`config.mk`:
```
export PLATFORM = sky130hd
export DESIGN_NAME = cpu_sequencer_flat
export DESIGN_NICKNAME = d
export VERILOG_FILES = /design/src/rtl/cpu_sequencer_pkg.sv /design/src/rtl/cpu_sequencer_if.sv /design/src/rtl/cpu_sequencer.sv /design/src/flat_wrapper.sv
export SDC_FILE = /design/constraint.sdc
export NUM_CORES = 1
export LEC_CHECK = 0
export ABC_AREA = 1
export BUFFER_PORTS_ARGS = -buffer_cell sky130_fd_sc_hd__buf_2
export CELL_PAD_IN_SITES_DETAIL_PLACEMENT = 0
export CELL_PAD_IN_SITES_GLOBAL_PLACEMENT = 1
export CORE_MARGIN = 10
export CORE_UTILIZATION = 38
export CTS_CLUSTER_SIZE = 20
export DETAILED_ROUTE_END_ITERATION = 16
export PLACE_DENSITY_LB_ADDON = 0.1
export SETUP_SLACK_MARGIN = 0.15
export SYNTH_ARGS = -nofsm -noshare
export SYNTH_HDL_FRONTEND = slang
export SYNTH_SLANG_ARGS = --single-unit
```
`constraint.sdc`:
```
create_clock -name i_clk -period 3.4 [get_ports i_clk]
set_clock_uncertainty 0.15 [all_clocks]
set_input_delay 0.34 -clock i_clk [delete_from_list [all_inputs] [get_ports i_clk]]
set_output_delay 0.34 -clock i_clk [all_outputs]
set_load 0.005 [all_outputs]
```
`src/rtl/cpu_sequencer_pkg.sv`:
```
// Shared codes for the 6502 cycle sequencer: addressing modes, address-bus selects,
// state encoding, the registered output bundle and small decode helpers.
package cpu_sequencer_pkg;

    localparam int STATE_W = 4;
    localparam int ADR_W   = 4;

    localparam logic [ADR_W-1:0] ADR_IMPL  = 4'd0;
    localparam logic [ADR_W-1:0] ADR_IMM   = 4'd1;
    localparam logic [ADR_W-1:0] ADR_ZPG   = 4'd2;
    localparam logic [ADR_W-1:0] ADR_ZPG_I = 4'd3;
    localparam logic [ADR_W-1:0] ADR_ABS   = 4'd4;
    localparam logic [ADR_W-1:0] ADR_ABS_I = 4'd5;
    localparam logic [ADR_W-1:0] ADR_IND   = 4'd6;
    localparam logic [ADR_W-1:0] ADR_X_IND = 4'd7;
    localparam logic [ADR_W-1:0] ADR_IND_Y = 4'd8;
    localparam logic [ADR_W-1:0] ADR_REL   = 4'd9;
    localparam logic [ADR_W-1:0] ADR_INVAL = 4'd15;

    localparam logic [1:0] ADDR_SEL_PC  = 2'd0;
    localparam logic [1:0] ADDR_SEL_ABS = 2'd1;
    localparam logic [1:0] ADDR_SEL_ZP  = 2'd2;

    typedef enum logic [STATE_W-1:0] {
        SEQ_FETCH  = 4'd0,
        SEQ_OP1    = 4'd1,
        SEQ_OP2    = 4'd2,
        SEQ_IDX    = 4'd3,
        SEQ_PTRLO  = 4'd4,
        SEQ_PTRHI  = 4'd5,
        SEQ_DATA   = 4'd6,
        SEQ_BRANCH = 4'd7,
        SEQ_FIXUP  = 4'd8,
        SEQ_HALT   = 4'd9
    } seq_state_t;

    typedef struct packed {
        logic [1:0] addr_sel;
        logic       mem_re;
        logic       mem_we;
        logic       ir_load;
        logic       pc_inc;
        logic       pc_load;
        logic       pc_rel;
        logic       adl_load;
        logic       adh_load;
        logic       idx_add;
        logic       exec;
        logic       sync;
        logic       halted;
    } seq_out_t;

    // A stalled cycle keeps the bus request alive but must not advance any datapath register.
    function automatic seq_out_t seq_hold(input seq_out_t cur);
        seq_out_t held;
        held          = '0;
        held.addr_sel = cur.addr_sel;
        held.mem_re   = cur.mem_re;
        held.mem_we   = cur.mem_we;
        held.sync     = cur.sync;
        held.halted   = cur.halted;
        return held;
    endfunction

    function automatic seq_state_t seq_op1_next(input logic [ADR_W-1:0] mode, input logic taken);
        seq_state_t nxt;
        case (mode)
            ADR_IMPL, ADR_IMM:           nxt = SEQ_FETCH;
            ADR_REL:                     nxt = taken ? SEQ_BRANCH : SEQ_FETCH;
            ADR_ZPG:                     nxt = SEQ_DATA;
            ADR_ZPG_I, ADR_X_IND:        nxt = SEQ_IDX;
            ADR_IND_Y:                   nxt = SEQ_PTRLO;
            ADR_ABS, ADR_ABS_I, ADR_IND: nxt = SEQ_OP2;
            ADR_INVAL:                   nxt = SEQ_HALT;
            default:                     nxt = SEQ_HALT;
        endcase
        return nxt;
    endfunction

endpackage

```
`src/rtl/cpu_sequencer_if.sv`:
```
// Decoder/datapath-facing bundle of the 6502 sequencer; master is the sequencer side,
// slave is the decoder plus register/ALU/address-latch datapath side.
interface cpu_sequencer_if;
    import cpu_sequencer_pkg::*;

    logic             rdy;
    logic [ADR_W-1:0] adr_mode;
    logic             from_mem;
    logic             to_mem;
    logic             branch;
    logic             branch_taken;
    logic             addr_carry;

    logic [1:0]       addr_sel;
    logic             mem_re;
    logic             mem_we;
    logic             ir_load;
    logic             pc_inc;
    logic             pc_load;
    logic             pc_rel;
    logic             adl_load;
    logic             adh_load;
    logic             idx_add;
    logic             exec;
    logic             sync;
    logic             halted;

    modport master (
        input  rdy, adr_mode, from_mem, to_mem, branch, branch_taken, addr_carry,
        output addr_sel, mem_re, mem_we, ir_load, pc_inc, pc_load, pc_rel,
               adl_load, adh_load, idx_add, exec, sync, halted
    );

    modport slave (
        output rdy, adr_mode, from_mem, to_mem, branch, branch_taken, addr_carry,
        input  addr_sel, mem_re, mem_we, ir_load, pc_inc, pc_load, pc_rel,
               adl_load, adh_load, idx_add, exec, sync, halted
    );
endinterface

```
`src/rtl/cpu_sequencer.sv`:
```
// 6502 cycle sequencer: one registered FSM producing the per-cycle bus and strobe vector.
// Define CPU_SEQ_PAGE_CROSS_EN to add the page-cross FIXUP cycle; default build ignores addr_carry.
module cpu_sequencer
    import cpu_sequencer_pkg::*;
(
    input  logic            i_clk,
    input  logic            i_rst,
    cpu_sequencer_if.master bus
);

    seq_state_t r_state;
    seq_out_t   r_out;
    logic       w_fix_idx;
    logic       w_fix_br;
    logic       w_taken;
    logic [1:0] w_data_sel;

`ifdef CPU_SEQ_PAGE_CROSS_EN
    assign w_fix_idx = bus.to_mem | bus.addr_carry;
    assign w_fix_br  = bus.addr_carry;
`else
    assign w_fix_idx = 1'b0;
    assign w_fix_br  = 1'b0;
`endif

    assign w_taken    = bus.branch & bus.branch_taken;
    assign w_data_sel = ((bus.adr_mode == ADR_ZPG) || (bus.adr_mode == ADR_ZPG_I)) ? ADDR_SEL_ZP : ADDR_SEL_ABS;

    // Sequencer state and registered outputs; a cycle's strobes appear after the edge that executes it.
    always_ff @(posedge i_clk or posedge i_rst) begin
        if (i_rst) begin
            r_state <= SEQ_FETCH;
            r_out   <= '0;
        end else if (!bus.rdy) begin
            r_out   <= seq_hold(r_out);
        end else begin
            r_out <= '0;
            case (r_state)
                SEQ_FETCH: begin
                    r_out.mem_re  <= 1'b1;
                    r_out.ir_load <= 1'b1;
                    r_out.pc_inc  <= 1'b1;
                    r_out.sync    <= 1'b1;
                    r_state       <= SEQ_OP1;
                end
                SEQ_OP1: begin
                    case (bus.adr_mode)
                        ADR_IMPL: r_out.exec <= 1'b1;
                        ADR_IMM: begin
                            r_out.mem_re <= 1'b1;
                            r_out.pc_inc <= 1'b1;
                            r_out.exec   <= 1'b1;
                        end
                        ADR_REL, ADR_ZPG, ADR_ZPG_I, ADR_X_IND, ADR_IND_Y, ADR_ABS, ADR_ABS_I, ADR_IND: begin
                            r_out.mem_re   <= 1'b1;
                            r_out.adl_load <= 1'b1;
                            r_out.pc_inc   <= 1'b1;
                        end
                        default: r_out.exec <= 1'b0;
                    endcase
                    r_state <= seq_op1_next(bus.adr_mode, w_taken);
                end
                SEQ_OP2: begin
                    r_out.mem_re   <= 1'b1;
                    r_out.adh_load <= 1'b1;
                    r_out.pc_inc   <= 1'b1;
                    if (bus.adr_mode == ADR_ABS_I) begin
                        r_out.idx_add <= 1'b1;
                        r_state       <= w_fix_idx ? SEQ_FIXUP : SEQ_DATA;
                    end else if (bus.adr_mode == ADR_IND) begin
                        r_state <= SEQ_PTRLO;
                    end else begin
                        r_state <= SEQ_DATA;
                    end
                end
                SEQ_IDX: begin
                    r_out.idx_add <= 1'b1;
                    r_state       <= (bus.adr_mode == ADR_X_IND) ? SEQ_PTRLO : SEQ_DATA;
                end
                SEQ_PTRLO: begin
                    r_out.addr_sel <= (bus.adr_mode == ADR_IND) ? ADDR_SEL_ABS : ADDR_SEL_ZP;
                    r_out.mem_re   <= 1'b1;
                    r_out.adl_load <= 1'b1;
                    r_state        <= SEQ_PTRHI;
                end
                // Pointer+1 never carries into ADH; JMP (ind) takes the new PC straight from this read.
                SEQ_PTRHI: begin
                    r_out.addr_sel <= (bus.adr_mode == ADR_IND) ? ADDR_SEL_ABS : ADDR_SEL_ZP;
                    r_out.mem_re   <= 1'b1;
                    r_out.adh_load <= 1'b1;
                    if (bus.adr_mode == ADR_IND) begin
                        r_out.pc_load <= 1'b1;
                        r_state       <= SEQ_FETCH;
                    end else if (bus.adr_mode == ADR_IND_Y) begin
                        r_out.idx_add <= 1'b1;
                        r_state       <= w_fix_idx ? SEQ_FIXUP : SEQ_DATA;
                    end else begin
                        r_state <= SEQ_DATA;
                    end
                end
                SEQ_DATA: begin
                    if (bus.to_mem) begin
                        r_out.addr_sel <= w_data_sel;
                        r_out.mem_we   <= 1'b1;
                        r_out.exec     <= 1'b1;
                    end else if (bus.from_mem) begin
                        r_out.addr_sel <= w_data_sel;
                        r_out.mem_re   <= 1'b1;
                        r_out.exec     <= 1'b1;
                    end else begin
                        r_out.pc_load <= 1'b1;
                    end
                    r_state <= SEQ_FETCH;
                end
                SEQ_BRANCH: begin
                    r_out.pc_rel <= 1'b1;
                    r_state      <= w_fix_br ? SEQ_FIXUP : SEQ_FETCH;
                end
                SEQ_FIXUP: begin
                    r_out.adh_load <= 1'b1;
                    r_state        <= (bus.adr_mode == ADR_REL) ? SEQ_FETCH : SEQ_DATA;
                end
                SEQ_HALT: begin
                    r_out.halted <= 1'b1;
                    r_state      <= SEQ_HALT;
                end
                default: r_state <= SEQ_FETCH;
            endcase
        end
    end

    assign bus.addr_sel = r_out.addr_sel;
    assign bus.mem_re   = r_out.mem_re;
    assign bus.mem_we   = r_out.mem_we;
    assign bus.ir_load  = r_out.ir_load;
    assign bus.pc_inc   = r_out.pc_inc;
    assign bus.pc_load  = r_out.pc_load;
    assign bus.pc_rel   = r_out.pc_rel;
    assign bus.adl_load = r_out.adl_load;
    assign bus.adh_load = r_out.adh_load;
    assign bus.idx_add  = r_out.idx_add;
    assign bus.exec     = r_out.exec;
    assign bus.sync     = r_out.sync;
    assign bus.halted   = r_out.halted;

endmodule
```
`src/flat_wrapper.sv`:
```
// flat-port wrapper written by rule: the top's interface ports become plain ports
module cpu_sequencer_flat import cpu_sequencer_pkg::*;
  (i_clk, i_rst, bus_rdy, bus_adr_mode, bus_from_mem, bus_to_mem, bus_branch, bus_branch_taken, bus_addr_carry, bus_addr_sel, bus_mem_re, bus_mem_we, bus_ir_load, bus_pc_inc, bus_pc_load, bus_pc_rel, bus_adl_load, bus_adh_load, bus_idx_add, bus_exec, bus_sync, bus_halted);
  cpu_sequencer_if bus_i ();
  input  logic i_clk;
  input  logic i_rst;
  input wire logic [$bits(bus_i.rdy)-1:0] bus_rdy;
  input wire logic [$bits(bus_i.adr_mode)-1:0] bus_adr_mode;
  input wire logic [$bits(bus_i.from_mem)-1:0] bus_from_mem;
  input wire logic [$bits(bus_i.to_mem)-1:0] bus_to_mem;
  input wire logic [$bits(bus_i.branch)-1:0] bus_branch;
  input wire logic [$bits(bus_i.branch_taken)-1:0] bus_branch_taken;
  input wire logic [$bits(bus_i.addr_carry)-1:0] bus_addr_carry;
  output wire logic [$bits(bus_i.addr_sel)-1:0] bus_addr_sel;
  output wire logic [$bits(bus_i.mem_re)-1:0] bus_mem_re;
  output wire logic [$bits(bus_i.mem_we)-1:0] bus_mem_we;
  output wire logic [$bits(bus_i.ir_load)-1:0] bus_ir_load;
  output wire logic [$bits(bus_i.pc_inc)-1:0] bus_pc_inc;
  output wire logic [$bits(bus_i.pc_load)-1:0] bus_pc_load;
  output wire logic [$bits(bus_i.pc_rel)-1:0] bus_pc_rel;
  output wire logic [$bits(bus_i.adl_load)-1:0] bus_adl_load;
  output wire logic [$bits(bus_i.adh_load)-1:0] bus_adh_load;
  output wire logic [$bits(bus_i.idx_add)-1:0] bus_idx_add;
  output wire logic [$bits(bus_i.exec)-1:0] bus_exec;
  output wire logic [$bits(bus_i.sync)-1:0] bus_sync;
  output wire logic [$bits(bus_i.halted)-1:0] bus_halted;
  assign bus_i.rdy = bus_rdy;
  assign bus_i.adr_mode = bus_adr_mode;
  assign bus_i.from_mem = bus_from_mem;
  assign bus_i.to_mem = bus_to_mem;
  assign bus_i.branch = bus_branch;
  assign bus_i.branch_taken = bus_branch_taken;
  assign bus_i.addr_carry = bus_addr_carry;
  assign bus_addr_sel = bus_i.addr_sel;
  assign bus_mem_re = bus_i.mem_re;
  assign bus_mem_we = bus_i.mem_we;
  assign bus_ir_load = bus_i.ir_load;
  assign bus_pc_inc = bus_i.pc_inc;
  assign bus_pc_load = bus_i.pc_load;
  assign bus_pc_rel = bus_i.pc_rel;
  assign bus_adl_load = bus_i.adl_load;
  assign bus_adh_load = bus_i.adh_load;
  assign bus_idx_add = bus_i.idx_add;
  assign bus_exec = bus_i.exec;
  assign bus_sync = bus_i.sync;
  assign bus_halted = bus_i.halted;
  cpu_sequencer u_core (.i_clk(i_clk), .i_rst(i_rst), .bus(bus_i));
endmodule
```
==> results.txt <==
----------------------------------------------------
[Worst setup path]
  Worst-path maximum fanout ... 4
  Endpoint class of the critical path ... flop
  Category of the worst setup path launch point ... flop
  R2R depth ... 7
  CP required ... 3.48 ns
  Category of the most critical setup path ... flop to flop
  Crit path DAT ... 1.49 ns

[Global routing]
  Pin count of the biggest net entering global routing ... 19
  Overflow after GRT ... 0
  Global-route usage over all layers ... 10.2%
  Vias in the first global route ... 1005
  Global-route wire length before repair ... 4.46 mm
  Initial antenna violation count ... 0

[Run]
  Total of max-cap violations ... 0

[Outcome]
  Violated checks ... hold timing
  Run status ... finished with violations

[Floorplanning]
  Die area ... 5190 um^2
  Number of cell rows ... 18
  Vertical die dimension ... 72.0 um
  Area of the placeable core ... 2520 um^2
  Chip Width ... 72.0 um
  Initial cell density of the core ... 40.8%
  I/O pin count ... 26

[Detailed routing]
  Number of DRC violations after detailed routing ... 0
  Wire length on met3 ... 152 um
  Uppermost signal routing layer after detailed routing ... met4
  Detail-routed via count per cell ... 4.70
  First drt pass iteration count ... 4
  Remaining antenna violation count after routing ... 0
  Met2 wire len ... 1.06 mm
  M1 wire length ... 1.22 mm
  Number of DRC violations after detailed-routing iteration 0 ... 28
  Total vias in the final route ... 983
  Total wirelength of the detailed-routed design ... 2.45 mm
  Routed length per instance ... 11.7 um

[Synthesis]
  Largest family of logic cells by synthesized area ... simple AND/OR/NAND/NOR gates
  Number of library cell types mapped by synthesis ... 16
  Syn. warnings ... 0
  Mapped cell area ... 1030 um^2
  Simple-gate share of the synthesized area ... 38.2%
  Instance count of the mapped netlist ... 154
  Number of register bits inferred by synthesis ... 18
  Number of nets in the synthesized netlist ... 166
  Proportion of synthesized area in mux cells ... 0%
  Synthesized area per cell ... 6.68 um^2
  Post-Synth Adder-Cell Area ... 0%
  Post-synthesis sequential area ratio ... 43.8%
  Post-synthesis compound-gate area fraction ... 9.25%
  Xor and xnor fraction of the mapped netlist area ... 0%

[Power and ir drop]
  VDD IR max ... 333 uV
  Power per standard cell area ... 635 nW/um^2
  Leakage power ... 0.701 nW

[STA]
  Max-slew violation count ... 0
  Maximum clock rate ... 707 MHz
  Total Neg Setup Slack ... 0 ns
  Max_slew headroom ... 55.6%
  Post-route clock period utilization ... 41.6%
  RSZ-0062 raised after global routing ... false
  Final hold violations ... 18
  Transition time at the pin with the least slew margin ... 0.666 ns
  Min Tclk post-route ... 1.42 ns
  Final Hold Slack ... -0.0144 ns
  Total setup violations reported at the end of the flow ... 0

[Clock tree]
  Sinks on the clock net ... 18
  Buffers inserted during post-CTS setup optimization ... 0
  CTS-repair resized insts ... 0
  Clock tree from TritonCTS ... yes
  TritonCTS buffer count ... 3
  CTS H-Tree Depth ... 1
  Deepest clock path buffer count ... 2
  Clock transition at path regs ... 0.10 ns
  Clock Latency Late Sink ... 0.28 ns
  Clock Root Buffer ... clkbuf_4
  Number of buffers inserted by hold repair at cts ... 0

[Layout]
  Antenna diode count ... 0
  Registers with the most flip-flops ... u_core.r_state x4, u_core.bus.addr_sel x2
  Ratio of cells with drive above 1 in the final layout ... 21.8%
  Area of the multi-input gates ... 488 um^2
  Flip-flop count of the largest register, all copies and words added ... 4
  Register name with the most flops ... u_core.r_state
  Final net count ... 193
  Reg area ... 450 um^2
  # fillers ... 274
  Layout Utilization ... 47.3%
  Post-synthesis to final-layout area growth ... 16.1%
  Design area ... 1190 um^2

[Placement]
  Post-placement cell area ... 1170 um^2
  Global placer's final weighted congestion ... 0.857
  Port bufs ... 24
  HPWL after detailed placement ... 1.98 mm

[Min path]
  Worst min-delay path category ... input pin to asynchronous set/reset pin

----------------------------------------------------
-- worst paths after layout --
kind | from | end | slack (ns)
max | u_core.r_state[0] | u_core.bus.addr_sel[0] | 1.98
min | i_rst | u_core.bus.addr_sel[0] | -0.01
max reg2reg | u_core.r_state[0] | u_core.bus.addr_sel[0] | 1.98
min reg2reg | u_core.bus.addr_sel[1] | u_core.bus.addr_sel[1] | 0.33
max in group asynchronous | i_rst | u_core.r_state[3] | 2.69
min in group i_clk | bus_to_mem | u_core.bus.pc_load | 0.18
-- cell usage after synthesis, drive strengths merged --
cell type / instances / share of area, %
nand2: 64 / 24
nor2: 24 / 9.7
inv: 20 / 7.3
dfrtp: 18 / 44
o21ai: 9 / 4.4
a21oi: 7 / 3.4
nand3: 5 / 2.4
nor3: 3 / 1.9
o31ai: 2 / 1.5
buf: 1 / 1.1
clkbuf: 1 / 0.36
-- cell usage in the layout, fill, tap and decap left out --
master / count
a21oi_1: 7
inv_2: 4
o21ai_1: 3
inv_1: 16
nand3_1: 5
o21ai_0: 6
nor3_1: 2
buf_2: 24
clkbuf_4: 3
nor2_1: 20
nor2_2: 4
o31ai_1: 2
nor3_2: 1
dfrtp_1: 18
nand2_2: 3
nand2_1: 61
-- area by class of cell --
| type | count | area share [%] |
|---|---|---|
| clock buffer | 3 | 1.89 |
| multi-input combinational | 114 | 40.9 |
| timing repair buffer | 24 | 10.1 |
| sequential | 18 | 37.7 |
| tap | 30 | 3.14 |
| inverter | 20 | 6.29 |
-- power by group --
group | internal (mW) | leakage, nW | switching (mW)
registers | 0.273 | 0.240 | 0.0355
logic | 0.125 | 0.448 | 0.222
clock network | 0.0410 | 0.0138 | 0.0613
-- routing by layer --
metal  up-vias  GRT usage [%]
met5         -              0
met1       433           13.1
met3         2           3.27
met2        20           16.1
met4         0           2.58
li1        528              -
-- cell families (layout without fill, tap and decap cells) --
| kind of cell | Yosys count | count (layout) |
|---|---|---|
| AND/OR/NAND/NOR | 96 | 96 |
| flip-flops | 18 | 18 |
| AO/OA/AOI/OAI | 18 | 18 |
| buffers and inverters | 22 | 47 |
-- per-stage QoR --
step	power [mW]	hold WS, ns	setup slack [ns]	cells
2_1_floorplan	0.558	0.129	2.19	154
3_3_place_gp	0.662	0.307	1.93	206
3_5_place_dp	0.666	0.312	1.94	206
4_1_cts	0.770	0.0136	1.97	209
5_1_grt	0.843	0.0427	1.79	209
6_report	0.758	-0.0144	1.98	209
-- worst max-delay path, stage by stage, from the launching register on --
cell     delay [ns]
dfrtp_1        0.43
inv_1          0.10
nand2_1        0.11
nor2_1         0.14
o21ai_1        0.13
o21ai_1        0.18
nand2_1        0.07
nand2_1        0.06
Note: power is estimated with default switching activity, not from simulation.
